==> config.mk <==
export PLATFORM = sky130hd
export DESIGN_NAME = uart_msg_assembler
export DESIGN_NICKNAME = d
export VERILOG_FILES = /design/src/rtl/uart_msg_assembler_pkg.sv /design/src/rtl/uart_rx_timer.sv /design/src/rtl/uart_msg_assembler.sv
export SDC_FILE = /design/constraint.sdc
export NUM_CORES = 1
export LEC_CHECK = 0
export BUFFER_PORTS_ARGS = -buffer_cell sky130_fd_sc_hd__buf_4
export CAP_MARGIN = 20
export CORE_ASPECT_RATIO = 1.25
export CORE_MARGIN = 2
export CORE_UTILIZATION = 50
export DETAILED_ROUTE_END_ITERATION = 8
export PLACE_DENSITY_LB_ADDON = 0.25
export SLEW_MARGIN = 30
export SYNTH_ARGS = -nofsm -noshare
export SYNTH_HDL_FRONTEND = slang
export SYNTH_SLANG_ARGS = --single-unit
==> constraint.sdc <==
create_clock -name clk -period 2.3 [get_ports clk]
set_input_delay 0.23 -clock clk [delete_from_list [all_inputs] [get_ports clk]]
set_output_delay 0.23 -clock clk [all_outputs]
set_load 0.1 [all_outputs]
==> src/rtl/uart_msg_assembler_pkg.sv <==
// uart_msg_assembler_pkg
//   Shared types and constants for the UART message assembler slice.
//   UART_MSG_WIDTH            : width of one assembled message in bits (multiple of 8)
//   DEFAULT_RX_TIMEOUT_CYCLES : default inter-byte timeout / resync idle time in clk cycles
//   asm_state_t               : assembler FSM states
//   sat_add8                  : 8-bit saturating add of a 0..3 increment
package uart_msg_assembler_pkg;

   localparam int unsigned UART_MSG_WIDTH            = 32;
   localparam int unsigned DEFAULT_RX_TIMEOUT_CYCLES = 10000;

   typedef enum logic [1:0] {
      ST_IDLE    = 2'd0,
      ST_COLLECT = 2'd1,
      ST_RESYNC  = 2'd2
   } asm_state_t;

   function automatic logic [7:0] sat_add8(input logic [7:0] i_val, input logic [1:0] i_inc);
      logic [8:0] w_sum;
      w_sum = {1'b0, i_val} + {7'b0, i_inc};
      return w_sum[8] ? 8'hFF : w_sum[7:0];
   endfunction

endpackage

==> src/rtl/uart_rx_timer.sv <==
// uart_rx_timer
//   Reloadable idle counter. Counts clk cycles since the last restart and
//   holds at TIMEOUT_CYCLES, raising expired while it sits there.
//   clk     : system clock
//   reset   : synchronous active-high reset (counter -> 0)
//   restart : reload the counter to 0 on the next edge
//   expired : counter has reached TIMEOUT_CYCLES
module uart_rx_timer
   import uart_msg_assembler_pkg::*;
#(
   parameter int unsigned TIMEOUT_CYCLES = DEFAULT_RX_TIMEOUT_CYCLES,
   parameter int unsigned CNT_W          = $clog2(TIMEOUT_CYCLES + 1)
) (
   input  logic clk,
   input  logic reset,
   input  logic restart,
   output logic expired
);

   localparam logic [CNT_W-1:0] LIMIT = CNT_W'(TIMEOUT_CYCLES);

   logic [CNT_W-1:0] r_cnt;

   always_ff @(posedge clk) begin
      if (reset || restart) begin
         r_cnt <= '0;
      end else if (r_cnt != LIMIT) begin
         r_cnt <= r_cnt + CNT_W'(1);
      end
   end

   assign expired = (r_cnt == LIMIT);

endmodule

==> src/rtl/uart_msg_assembler.sv <==
// uart_msg_assembler
//   Packs MSG_BYTES consecutive UART bytes into one message (byte k -> bits
//   [8k+7:8k]) and writes it to the controller input FIFO. Partial messages
//   are dropped on inter-byte timeout or rx_err; after rx_err the line must
//   stay idle for TIMEOUT_CYCLES before a new message is accepted.
//   clk         : system clock
//   reset       : synchronous active-high reset
//   rx_byte     : received byte, valid with rx_valid
//   rx_valid    : one-cycle strobe, rx_byte is new
//   rx_err      : one-cycle strobe, framing/parity error (wins over rx_valid)
//   fifo_full   : input FIFO full, sampled in the completion cycle only
//   fifo_msg    : last completed message, registered, stable until next completion
//   fifo_wr     : one-cycle FIFO write strobe
//   msg_dropped : one-cycle pulse, complete message discarded because FIFO full
//   timeout_err : one-cycle pulse, partial message discarded
//   drop_count  : saturating count of all discarded messages
module uart_msg_assembler
   import uart_msg_assembler_pkg::*;
#(
   parameter int unsigned MSG_BYTES      = UART_MSG_WIDTH / 8,
   parameter int unsigned TIMEOUT_CYCLES = DEFAULT_RX_TIMEOUT_CYCLES,
   parameter int unsigned CNT_W          = $clog2(TIMEOUT_CYCLES + 1)
) (
   input  logic                   clk,
   input  logic                   reset,
   input  logic [7:0]             rx_byte,
   input  logic                   rx_valid,
   input  logic                   rx_err,
   input  logic                   fifo_full,
   output logic [8*MSG_BYTES-1:0] fifo_msg,
   output logic                   fifo_wr,
   output logic                   msg_dropped,
   output logic                   timeout_err,
   output logic [7:0]             drop_count
);

   localparam int unsigned      IDX_W    = (MSG_BYTES > 1) ? $clog2(MSG_BYTES) : 1;
   localparam logic [IDX_W-1:0] IDX_LAST = IDX_W'(MSG_BYTES - 1);

   asm_state_t             r_state;
   asm_state_t             w_next_state;
   logic [IDX_W-1:0]       r_idx;
   logic [8*MSG_BYTES-1:0] r_asm;
   logic [8*MSG_BYTES-1:0] w_asm_next;
   logic                   r_complete;
   logic [7:0]             r_drop_count;

   logic                   w_store;
   logic                   w_last;
   logic                   w_part_drop;
   logic                   w_cmp_drop;
   logic [1:0]             w_drop_inc;
   logic                   w_restart;
   logic                   w_expired;

   // The timer only matters in COLLECT and RESYNC; holding it at 0 in IDLE
   // means the first byte of a message always starts from a fresh count.
   assign w_restart = rx_valid | rx_err | (r_state == ST_IDLE);

   uart_rx_timer #(
      .TIMEOUT_CYCLES (TIMEOUT_CYCLES),
      .CNT_W          (CNT_W)
   ) u_timer (
      .clk     (clk),
      .reset   (reset),
      .restart (w_restart),
      .expired (w_expired)
   );

   always_ff @(posedge clk) begin
      if (reset) begin
         r_state <= ST_IDLE;
      end else begin
         r_state <= w_next_state;
      end
   end

   always_comb begin
      w_next_state = r_state;
      w_store      = 1'b0;
      w_last       = 1'b0;
      w_part_drop  = 1'b0;
      case (r_state)
         ST_IDLE: begin
            if (rx_err) begin
               w_next_state = ST_RESYNC;
            end else if (rx_valid) begin
               w_store = 1'b1;
               if (MSG_BYTES == 1) begin
                  w_last = 1'b1;
               end else begin
                  w_next_state = ST_COLLECT;
               end
            end
         end
         ST_COLLECT: begin
            if (rx_err) begin
               w_part_drop  = 1'b1;
               w_next_state = ST_RESYNC;
            end else if (rx_valid) begin
               // A byte arriving in the expiry cycle is taken; the timeout is not raised.
               w_store = 1'b1;
               if (r_idx == IDX_LAST) begin
                  w_last       = 1'b1;
                  w_next_state = ST_IDLE;
               end
            end else if (w_expired) begin
               w_part_drop  = 1'b1;
               w_next_state = ST_IDLE;
            end
         end
         ST_RESYNC: begin
            if (!rx_valid && !rx_err && w_expired) begin
               w_next_state = ST_IDLE;
            end
         end
         default: w_next_state = ST_IDLE;
      endcase
   end

   // r_idx is 0 whenever the FSM is in IDLE, so it also addresses byte 0 there.
   always_comb begin
      w_asm_next = r_asm;
      for (int unsigned k = 0; k < MSG_BYTES; k++) begin
         if (w_store && (r_idx == IDX_W'(k))) begin
            w_asm_next[8*k +: 8] = rx_byte;
         end
      end
   end

   assign w_cmp_drop = r_complete & fifo_full;
   assign w_drop_inc = {1'b0, w_cmp_drop} + {1'b0, w_part_drop};

   always_ff @(posedge clk) begin
      if (reset) begin
         r_idx        <= '0;
         r_asm        <= '0;
         r_complete   <= 1'b0;
         fifo_msg     <= '0;
         r_drop_count <= '0;
      end else begin
         r_asm      <= w_asm_next;
         r_complete <= w_last;
         if (w_last) begin
            fifo_msg <= w_asm_next;
         end
         if (w_last || w_part_drop) begin
            r_idx <= '0;
         end else if (w_store) begin
            r_idx <= r_idx + IDX_W'(1);
         end
         r_drop_count <= sat_add8(r_drop_count, w_drop_inc);
      end
   end

   // Strobes are gated by reset so a mid-message reset produces no pulses.
   assign fifo_wr     = r_complete & ~fifo_full & ~reset;
   assign msg_dropped = w_cmp_drop & ~reset;
   assign timeout_err = w_part_drop & ~reset;
   assign drop_count  = r_drop_count;

endmodule

# Yosys cells after proc, flatten, opt, wreduce, memory -nomap -nowiden
# Index checks and enable logic that the tools add are counted.
[op_classes] add_sub_neg=4 multipliers=0 div_mod_pow=0 magnitude_cmp=0 eq_ne=11 n_shift=0 muxes=24 bitwise=9 reduce_logical=15
[ops] operator="$mux W8" n=5
[ops] operator="$add A14 B1 Y14 const B" n=1
[ops] operator="$eq A14 B14 Y1 const B" n=1
[ops] operator="$mux W2" n=7
[ops] operator="$ne A14 B14 Y1 const B" n=1
[ops] operator="$mux W1" n=11
[ops] operator="$add A8 B2 Y9" n=1
[ops] operator="$ne A4 B4 Y1 const B" n=2
[ops] operator="$eq A2 B2 Y1 const B" n=3
[ops] operator="$logic_and A1 B1 Y1" n=6
[ops] operator="$pmux W2 S3" n=1
[ops] operator="$and A1 B1 Y1" n=5
[ops] operator="$eq A2 B1 Y1 const B" n=2
[ops] operator="$logic_not A2 Y1" n=2
[ops] operator="$reduce_and A4 Y1" n=1
[ops] operator="$reduce_or A2 Y1" n=2
[ops] operator="$ne A3 B3 Y1 const B" n=1
[ops] operator="$add A1 B1 Y2" n=1
[ops] operator="$add A2 B1 Y2 const B" n=1
[ops] operator="$logic_not A1 Y1" n=2
[ops] operator="$logic_or A1 B1 Y1" n=2
[ops] operator="$ne A2 B2 Y1 const B" n=1
[ops] operator="$not A1 Y1" n=2
[ops] operator="$or A1 B1 Y1" n=2
[totals] regBits=91 latchBits=0 ramBits=0 rom_bits=0 in_bits=13 output_inout_bits=43 word_cells=70 memories=0

# Logic depth before layout (Yosys ltp)
[logic_depth] ltp_word=8 mapped_depth=10 depth_no_buf=10

# Modules after synthesis
# From an unflattened synthesis, not the netlist that was laid out.
[hier_totals] cells_unflattened=314 area_unflattened_um2=3299.4
[modules_own_cells] module="uart_msg_assembler" n_inst=1 cells_per_inst=232 area_each_um2=2577.5 seq_area_each_um2=1381.3
[modules_own_cells] module="uart_rx_timer" n_inst=1 cells_per_inst=82 area_each_um2=721.9 seq_area_each_um2=280.3

# Worst setup path after synthesis
# Ideal clock, no wire load.
[synth_timing] kind="input to output" from="in reset" to="out fifo_wr" arrival_time_ps=2818 setup_slack_ps=-748 path_stages=3 n_path_buf=2 path_cell_list="clkbuf_1 > clkbuf_1 > nor3b_1"
[synth_between] elab_chain_len=2
[synth_lines] element="start: declaration" line_no="uart_msg_assembler.sv:25" source="input logic reset,"
[synth_lines] element="$not A1 Y1" line_no="uart_msg_assembler.sv:157" source="assign fifo_wr = r_complete & ~fifo_full & ~reset;"
[synth_lines] element="$and A1 B1 Y1" line_no="uart_msg_assembler.sv:157"
[synth_lines] element="end: declaration" line_no="uart_msg_assembler.sv:31" source="output logic fifo_wr,"
# No other way between the ends.

# Worst setup path in the final report
[layout_timing] from="reg u_timer.r_cnt[2]" to="out timeout_err"
[layout_between] elab_chain_len=6
[layout_lines] element="start: declaration" line_no="uart_rx_timer.sv:22" source="logic [CNT_W-1:0] r_cnt;"
[layout_lines] element="start signal: assignment" line_no="uart_rx_timer.sv:28" source="r_cnt <= r_cnt + CNT_W'(1);"
[layout_lines] element="$eq A14 B14 Y1" line_no="uart_rx_timer.sv:32" source="assign expired = (r_cnt == LIMIT);"
[layout_lines] element="$mux W1" line_no="uart_msg_assembler.sv:107" source="end else if (w_expired) begin"
[layout_lines] element="$mux W1" line_no="uart_msg_assembler.sv:100" source="end else if (rx_valid) begin"
[layout_lines] element="$mux W1" line_no="uart_msg_assembler.sv:97" source="if (rx_err) begin"
[layout_lines] element="$mux W1" line_no="uart_msg_assembler.sv:83" source="case (r_state)"
[layout_lines] element="$and A1 B1 Y1" line_no="uart_msg_assembler.sv:159" source="assign timeout_err = w_part_drop & ~reset;"
[layout_lines] element="end: declaration" line_no="uart_msg_assembler.sv:33" source="output logic timeout_err,"
# No other way between the ends.

==> key figures <==
Floorplan
  – Initial Util: 50.82%
  – # IOs: 56
  – Die W: 78.63 um
  – Die Area: 7650 um^2
  – Number of placement rows: 34
  – Die height: 97.29 um
  – Total core area: 6849 um^2

Route
  – WL/cell: 14.62 um
  – DRC viols: 0
  – Antenna viol nets, final: 0
  – DR vias/cell: 5.192
  – Vias: 2461
  – Drt pass-1 iters: 4
  – DRT iter0 DRCs: 66
  – Drt total wl: 6928 um

Timing
  – Worst-Margin Slew: 0.5227 ns
  – Max frequency: 453.7 MHz
  – Final critical-path required period: 2.204 ns
  – Max transition margin: 65.15%
  – Hold Vio Cnt, Final: 0
  – Worst Slack Setup Final: 0.09612 ns
  – Final Cycle Share: 95.82%
  – Fin. max-slew vios: 0
  – Setup Viol. Count Final: 0
  – Final setup skew: 0.01365 ns

Global routing
  – Total track usage: 19.49%
  – Largest net degree at the start of global routing: 50
  – First-pass GRT wire length: 11830 um
  – Number of global-route vias before repair: 2440
  – GRT overflow: 0
  – Initial antenna violation count: 0

Power
  – Register share of total power: 53.0%
  – Comb pwr share: 4.6%
  – Net Sw Power: 612.9 uW
  – Sw frac: 22.27%
  – Pwr Total: 2.752 mW
  – Clock share of power: 42.3%
  – P_leak: 1.681 nW
  – Max VDD drop: 532.1 uV
  – Power Internal: 2.139 mW
  – Cell Pwr Density: 644.2 nW/um^2

Layout
  – Nets: 401
  – Area Overhead vs Synth: 22.72%
  – Most frequent cells in the layout: 82 x dfxtp_1, 71 x buf_4, 48 x nor2_1
  – Most common cell after layout, fill and taps aside: dfxtp_1
  – Fraction of layout cells with a size suffix above 1: 34.64%
  – Ant diodes: 0

Clock network
  – CTS Buffer Depth: 2
  – H-tree depth: 3
  – Worst-skew pair later-pin latency: 0.35 ns
  – Root Driver: clkbuf_8
  – Total CTS buffers: 9
  – CTS clk-pin slew, worst paths: 0.08 ns
  – CTS tree: done
  – Total clock sinks: 83
  – CTS hold repair buffers: 0

Critical path
  – Buf+Inv Stages, Crit Path: 2
  – CP peak stage delay: 0.34 ns
  – Slowest cell on the critical path: dfxtp_2
  – Worst EP arrival: 1.97 ns
  – CP Data Required Time: 2.07 ns
  – Crit. End Element: primary output
  – Critical-path cell list: nor4b_4, nand4_4, o41ai_4, buf_4, nor2b_2, buf_12
  – Element type at the critical path start: register
  – WS Path Type: reg2out
  – CP top delay family: simple AND/OR/NAND/NOR gates
  – Worst-path fanout max: 2

Worst hold path
  – Hold crit path type: in2reg

Place
  – Buffers on Ports: 55
  – Dpl ws: -0.03937 ns
  – Hpwl dp: 4805 um
  – Routability cong.: 0.7629

Synth
  – Post-Synthesis Cell Area: 3481 um^2
  – YS warnings: 0
  – Register bit total from synthesis: 83
  – Post-synthesis net count: 337
  – Syn avg cell area: 11.02 um^2
  – Synth unique cells: 48
  – Yosys top cell area share: 47.74%
  – Cell count after synthesis: 316
  – Register area share after synthesis: 47.74%
  – Main area contributors after synthesis: dfxtp_1 48%, o2bb2ai_2 10%, mux2i_1 9.5%
  – Area leader, netlist: dfxtp_1

Run status
  – Status: completed

Run
  – Max Cap Viol: 0
==> cell families (layout without fill, tap and decap cells) <==
family | Yosys count | count (layout) | share of synthesized area, %
muxes | 33 | 33 | 9.490
DFF | 83 | 83 | 47.74
adders and majority gates | 8 | 8 | 3.091
and+or+nand+nor | 106 | 106 | 16.43
buffers and inverters | 29 | 97 | 5.751
AOI/OAI and AO/OA | 44 | 44 | 14.23
xor gates and xnor gates | 13 | 13 | 3.271
==> through the flow <==
| step | instance area [um^2] | utilization (%) | cells | setup TNS (ns) | hold WS, ns |
|---|---|---|---|---|---|
| 4_1_cts | 4247 | 62.00 | 472 | 0 | 0.1505 |
| 6_report | 4272 | 62.37 | 474 | 0 | 0.1608 |
| 2_1_floorplan | 3540 | - | 316 | -0.1730 | 0.3739 |
| 3_3_place_gp | 4003 | 58.44 | 456 | 0 | 0.4616 |
| 5_1_grt | 4272 | 62.37 | 474 | -0.005119 | 0.1545 |
| 3_5_place_dp | 4003 | 58.44 | 456 | -0.1817 | 0.4594 |
==> power groups by stage <==
stage / Combinational, mW / Sequential [mW] / Clock [mW]
after floorplan: 0.0874 / 1.49 / 0
after global placement: 0.125 / 1.49 / 0
after detailed placement: 0.128 / 1.49 / 0
after CTS: 0.129 / 1.46 / 1.20
after global routing: 0.138 / 1.46 / 1.26
final: 0.127 / 1.46 / 1.17
==> state kept, by name (all words and copies together) (netlist names) <==
name and cells:
r_asm 24, fifo_msg 32, r_state 2, u_timer.r_cnt 14
drop_count 8, r_complete 1, r_idx 2
==> metal layers <==
layer,GRT usage (%),part of all wire [%],up-vias,wire length (um)
li1,-,-,1233,-
met3,5.855,5.0,7,343
met2,32.48,52,45,3577
met5,0,0,-,0
met4,6.748,1.1,0,77
met1,23.71,42,1176,2929
==> layout make-up <==
class                      count  area [um^2]
fill                         562         2577
tap                           90        112.6
clock buffer                  10        137.6
multi-input combinational    204         1674
inverter                       9        33.78
sequential                    83         1663
clock inverter                 5        86.33
timing repair buffer          73        564.3
==> cells in the mapped netlist (all sizes together) <==
cell / number
dfxtp: 83
nor2: 49
mux2i: 33
o2bb2ai: 24
buf: 12
a21oi: 11
inv: 9
clkbuf: 8
nand2: 8
ha: 7
nand4: 7
nor3: 7
xor2: 7
nand3: 6
xnor2: 6
and2: 4
nor2b: 4
nor3b: 4
o21ai: 3
or2: 3
and4bb: 2
o21a: 2
or3: 2
a211oi: 1
a31oi: 1
a32oi: 1
and3: 1
and3b: 1
and4: 1
and4b: 1
fa: 1
nand2b: 1
nand3b: 1
nand4b: 1
nor4: 1
nor4b: 1
o41ai: 1
or4: 1
==> timing repair <==
item / in CTS / in global routing
hold endpoints to repair: 0 / 0
pin swaps: 2 / 0
gates resized for setup: 3 / 3
endpoints found under the setup margin: 7 / 8
buffers inserted: 1 / 2
==> worst reg2reg max path, delay by kind of cell, from the launching register on <==
| family | cells | cell delay (ns) |
|---|---|---|
| flip-flops | 1 | 0.34 |
| buffers and inverters | 2 | 0.20 |
| adder cells (fa/ha/maj) | 2 | 0.46 |
| AND/OR/NAND/NOR | 4 | 0.70 |
| AO/OA/AOI/OAI | 2 | 0.40 |
==> path summary, 6_finish.rpt <==
check,start,to,slack (ns),cells after the start
setup / recovery,u_timer.r_cnt[2],timeout_err,0.1,6
hold / removal,rx_byte[3],fifo_msg[27],0.16,3
setup reg to reg,u_timer.r_cnt[2],drop_count[1],0.13,10
hold reg to reg,fifo_msg[2],fifo_msg[2],0.48,1
Power figures use the tool's default switching activity.
